## src/rtl/rr_arb_4to1.sv

```systemverilog
// rr_arb_4to1: four-requester round-robin arbiter with valid/ready on every
// port and a single registered output stage (1-cycle latency, full throughput).
// out_sel drives the downstream 4:1 word mux select; out_data carries the word.
// Optional feature macro: ARB_PKT_LOCK_EN (holds the grant on one requester
// until its in_last beat, so multi-beat packets are never interleaved).
module rr_arb_4to1 #(
  parameter int DATA_W = 32
) (
  input  logic              clk,
  input  logic              rst_n,
  input  logic [3:0]        in_valid,
  output logic [3:0]        in_ready,
  input  logic [3:0]        in_last,
  input  logic [DATA_W-1:0] a_data,
  input  logic [DATA_W-1:0] b_data,
  input  logic [DATA_W-1:0] c_data,
  input  logic [DATA_W-1:0] d_data,
  output logic              out_valid,
  input  logic              out_ready,
  output logic [1:0]        out_sel,
  output logic [DATA_W-1:0] out_data
);

  logic              out_valid_q, out_valid_d;
  logic [1:0]        out_sel_q, out_sel_d;
  logic [DATA_W-1:0] out_data_q, out_data_d;
  logic [1:0]        ptr_q, ptr_d;

  logic              load_en;
  logic [3:0]        eligible;
  logic              grant_found;
  logic [1:0]        grant_idx;
  logic [1:0]        cand;
  logic              xfer;
  logic [DATA_W-1:0] grant_data;

`ifdef ARB_PKT_LOCK_EN
  logic              lock_q, lock_d;
  logic [1:0]        owner_q, owner_d;
`else
  logic              unused_in_last;
  assign unused_in_last = ^in_last;
`endif

  // The output register can take a new word when empty or being drained.
  assign load_en = !out_valid_q || out_ready;

`ifdef ARB_PKT_LOCK_EN
  // While a packet is in flight only its owner may compete.
  always_comb begin
    eligible = in_valid;
    if (lock_q) begin
      eligible = in_valid & (4'b0001 << owner_q);
    end
  end
`else
  // Every valid requester competes each cycle.
  always_comb begin
    eligible = in_valid;
  end
`endif

  // Rotating priority search starting at ptr, wrapping 3 -> 0.
  always_comb begin
    grant_found = 1'b0;
    grant_idx   = 2'd0;
    cand        = 2'd0;
    for (int k = 0; k < 4; k++) begin
      cand = ptr_q + 2'(k);
      if (!grant_found && eligible[cand]) begin
        grant_found = 1'b1;
        grant_idx   = cand;
      end
    end
  end

  // Single ready to the winner only; held low during reset and while stalled.
  always_comb begin
    in_ready = 4'b0000;
    xfer     = 1'b0;
    if (rst_n && grant_found && load_en) begin
      in_ready[grant_idx] = 1'b1;
      xfer                = 1'b1;
    end
  end

  // Payload select for the winning requester.
  always_comb begin
    grant_data = a_data;
    case (grant_idx)
      2'd0:    grant_data = a_data;
      2'd1:    grant_data = b_data;
      2'd2:    grant_data = c_data;
      default: grant_data = d_data;
    endcase
  end

  // Next-state for the output stage, priority pointer and packet lock.
  always_comb begin
    out_valid_d = out_valid_q;
    out_sel_d   = out_sel_q;
    out_data_d  = out_data_q;
    ptr_d       = ptr_q;
`ifdef ARB_PKT_LOCK_EN
    lock_d      = lock_q;
    owner_d     = owner_q;
`endif
    if (xfer) begin
      out_valid_d = 1'b1;
      out_sel_d   = grant_idx;
      out_data_d  = grant_data;
      ptr_d       = grant_idx + 2'd1;
`ifdef ARB_PKT_LOCK_EN
      if (!in_last[grant_idx]) begin
        lock_d  = 1'b1;
        owner_d = grant_idx;
        ptr_d   = ptr_q;
      end else begin
        lock_d  = 1'b0;
      end
`endif
    end else if (load_en) begin
      out_valid_d = 1'b0;
    end
  end

  // State registers; reset discards any pending word and rewinds the pointer.
  always_ff @(posedge clk or negedge rst_n) begin
    if (!rst_n) begin
      out_valid_q <= 1'b0;
      out_sel_q   <= 2'd0;
      out_data_q  <= '0;
      ptr_q       <= 2'd0;
    end else begin
      out_valid_q <= out_valid_d;
      out_sel_q   <= out_sel_d;
      out_data_q  <= out_data_d;
      ptr_q       <= ptr_d;
    end
  end

`ifdef ARB_PKT_LOCK_EN
  // Packet lock registers.
  always_ff @(posedge clk or negedge rst_n) begin
    if (!rst_n) begin
      lock_q  <= 1'b0;
      owner_q <= 2'd0;
    end else begin
      lock_q  <= lock_d;
      owner_q <= owner_d;
    end
  end
`endif

  assign out_valid = out_valid_q;
  assign out_sel   = out_sel_q;
  assign out_data  = out_data_q;

endmodule

```

## config.mk

```make
export PLATFORM = sky130hd
export DESIGN_NAME = rr_arb_4to1
export DESIGN_NICKNAME = d
export VERILOG_FILES = /design/src/rtl/rr_arb_4to1.sv
export SDC_FILE = /design/constraint.sdc
export NUM_CORES = 1
export LEC_CHECK = 0
export ABC_CLOCK_PERIOD_IN_PS = 2180
export BUFFER_PORTS_ARGS = -buffer_cell sky130_fd_sc_hd__buf_2
export CORE_ASPECT_RATIO = 0.9
export CORE_MARGIN = 10
export CORE_UTILIZATION = 35
export DETAILED_ROUTE_END_ITERATION = 16
export PLACE_DENSITY_LB_ADDON = 0.3
export SLEW_MARGIN = 20
export SYNTH_ARGS = -nofsm -noshare
export SYNTH_HDL_FRONTEND = slang
export SYNTH_SLANG_ARGS = --single-unit
```

## constraint.sdc

```tcl
create_clock -name clk -period 2.18 [get_ports clk]
set_input_delay 0.109 -clock clk [delete_from_list [all_inputs] [get_ports clk]]
set_output_delay 0.109 -clock clk [all_outputs]
set_load 0.03 [all_outputs]
```

==> impl_metrics.toml <==
[cells_and_area]
multi_input_area_um2 = 1550
drive_gt1_frac = 0.5678
fin_area_um2 = 3816
fillCellCount = 676
fin_nets = 579
postLayoutCoreUtil = 0.5393
area_growth_pct = 50.10
regArea_um2 = 927.1
antenna_cells = 0

[detailed_routing]
drt-pass1-iter-count = 4
wl_um = 9274
vias = 2616
drtIter0Drc = 107
ant_nets = 0
vias_per_cell = 4.955
drc_errors = 0
wl_per_cell_um = 17.56

[grt]
met1_usage = 0.1830
grt_usage = 0.1582
grt_pass1_wl_um = 14110
grt-ovfl-total = 0
grt_max_degree = 38
groute.layer.met3.usage = 0.05754
grt_pass1_vias = 2875
met2_usage = 0.2738
antenna_found_initial = 0
grt-busiest-layer = "met2"

[min_path]
hp-start = "out_ready"
holdPathEnd = "out_valid$_DFFE_PN0P_"
holdPathStages = 3
hold_path.class = "input port to flip-flop"

[timing]
final_max_slew_viol_count = 0
tightest_slew_ns = 0.4742
slew_headroom = 0.6839
worst_slack_ns = 0.06352
setup-violations-final = 0
hold_viol = 0
fmax_mhz = 472.5
min_period_ns = 2.116
rsz0062_at_grt = "true"
fin_crit_sh = 0.9709
finClkSkew_ns = 0.006455

[worst_setup_path]
path_cells = "nand2_1 -> a221oi_2 -> or2_4 -> ha_2 -> buf_6 -> and2_1 -> clkbuf_4"
worstPathRequired_ns = 2.07
reg2reg_depth = 8
r2r-start = "ptr_q[1]$_DFFE_PN0P_"
worstPathArrival_ns = 2.01
worst-path-max-fanout = 17
critical-path-max-stage-delay_ns = 0.43
worstSetupPathType = "flip-flop to output port"
r2r-end = "out_data[28]$_DFFE_PN0P_"
rrSetupSlack_ns = 0.09
cp_top_family = "simple AND/OR/NAND/NOR gates"
crit_path_top_delay_cell = "dfrtp_2"
crit_buf_inv = 2
cp-end-kind = "output port"
startpoint_type = "flip-flop"

[place]
preCtsSetupSlack_ns = 0.003887
dp_hpwl_um = 7015
io_buffers = 173
gp_congestion = 0.9085
place_area_um2 = 3581

[power]
total_power_w = 0.004708
p_seq_frac = 0.254
leakagePower_nw = 1.901
power.density_nw_per_um2 = 1234
p_sw_frac = 0.4400
intPower_w = 0.002636
p_sw_w = 0.002072
ir_drop_v = 0.0006524
clock_power_share = 0.102
comb_power_share = 0.644

[floorplanning]
io_pins = 178
core_um2 = 7076
start_util = 0.3593
fp-row-count = 29
die_w_um = 109.8
die_h_um = 100.9
fp.dieArea_um2 = 11080

[clock_tree]
insertion_delay_ns = 0.28
clock_sinks = 37
cts_buffers = 5
cts_root_buf = "clkbuf_8"
path_clk_slew_ns = 0.07
h-tree-depth = 2
tritoncts = "built"
clockBufferDepth = 2

[synth]
synth_cell_types = 26
netlist_instances = 255
yosysMostFrequentCell = "a21oi_1"
synth_ff_type = "dfrtp_1"
synthTopCellsByArea = "dfrtp_1 (36%), mux2_4 (15%), a21oi_1 (13%)"
ys.warnings.count = 0
synth_edf_count = 0
yosys.area.top_type = "dfrtp_1"
ys_async_sr_fraction = 1.000
synth_top_area_frac = 0.3642
syn_nets = 399
yosysSeqAreaShare = 0.3642
syn-cell-area_um2 = 2542
synthTopCellsByCount = "a21oi_1 (65), dfrtp_1 (37), nor2b_1 (34), a22oi_1 (33), mux2_4 (26)"
syn_area_per_cell_um2 = 9.970
ys_ff_latch = 37

[job]
maxCapViolCount = 0

[status]
status = "finished, final reports clean"
## cell type report
class,count,share of cell area
multi-input cells,194,0.4062
repair buffers,195,0.2957
flip-flops and latches,37,0.2430
well taps,93,0.03049
clock buffers,7,0.02262
inverters,2,0.001967
## logic make-up (layout without fill, tap and decap cells)
logic type / Yosys count / in the layout / synth area share
mux: 34 / 34 / 0.1890
flops: 37 / 37 / 0.3642
compound gates: 108 / 108 / 0.2643
fa+ha+maj: 5 / 5 / 0.02461
simple gates: 47 / 47 / 0.1137
buf+inv: 24 / 204 / 0.04429
## per-layer routing
layer,wire length [µm],vias up
met3,1069,2
met1,3695,1207
met2,4483,115
met4,26,0
met5,0,-
li1,-,1292
## power by group through the flow
stage,clock network [W],registers [W],logic (W)
2_1_floorplan,0,0.00182,0.00134
3_3_place_gp,0,0.00117,0.00285
3_5_place_dp,0,0.00119,0.00289
4_1_cts,0.000498,0.00120,0.00299
5_1_grt,0.000521,0.00124,0.00327
6_report,0.000479,0.00119,0.00303
## per-stage QoR
step                      setup TNS (ns)  hold slack [ns]  cells
after floorplan                        0          -0.1866    255
after CTS                              0           0.1070    523
final                                  0           0.1108    528
after detailed placement               0           0.2748    513
after global placement                 0           0.2775    513
after global routing             -0.1218           0.1420    528
## sequential cells by signal (all words and copies together), names as in the netlist
register,flops
ptr_q,2
out_valid,1
out_data,32
out_sel,2
## tightest hold or removal path, cell delays in order
cell	delay, ns
buf_2	0.09
nand2b_1	0.11
nand2_1	0.05
## worst max-delay path by stage
stage               slack (ns)                        to                 start  depth (start not counted)
global placement          0.04  out_data[12]$_DFFE_PN0P_  ptr_q[1]$_DFFE_PN0P_                          8
floorplan                0.002   out_data[5]$_DFFE_PN0P_  ptr_q[1]$_DFFE_PN0P_                          9
CTS                      0.006               in_ready[0]  ptr_q[1]$_DFFE_PN0P_                          7
finish                    0.06               in_ready[0]  ptr_q[1]$_DFFE_PN0P_                          7
detailed placement       0.004  out_data[12]$_DFFE_PN0P_  ptr_q[1]$_DFFE_PN0P_                          8
global route             -0.03  out_data[25]$_DFFE_PN0P_  ptr_q[1]$_DFFE_PN0P_                          9
## cell usage in the layout (no fill, tap or decap), types with 2 or more instances in the layout
cell type / Yosys / layout
buf_12: 0 / 4
buf_6: 3 / 4
ha_2: 0 / 3
and2_1: 4 / 4
mux2_2: 8 / 7
a21boi_2: 0 / 2
inv_1: 2 / 2
nand2_1: 2 / 2
a21oi_1: 65 / 65
clkbuf_8: 0 / 6
nor2b_1: 34 / 34
nor2_1: 2 / 2
dfrtp_1: 37 / 36
buf_4: 0 / 12
mux2_4: 26 / 27
buf_2: 0 / 171
a22oi_1: 33 / 33
nand2b_1: 3 / 3
clkbuf_4: 0 / 2
## timing repair
action / in CTS / in global routing
pin swaps: 1 / 1
endpoints found under the hold margin: 37 / 0
buffers inserted: 1 / 4
resized for setup: 9 / 9
endpoints found under the setup margin: 15 / 20
cloned: 1 / 1
hold buffers: 1 / 0
No activity file was read; power rests on OpenSTA's default activity.
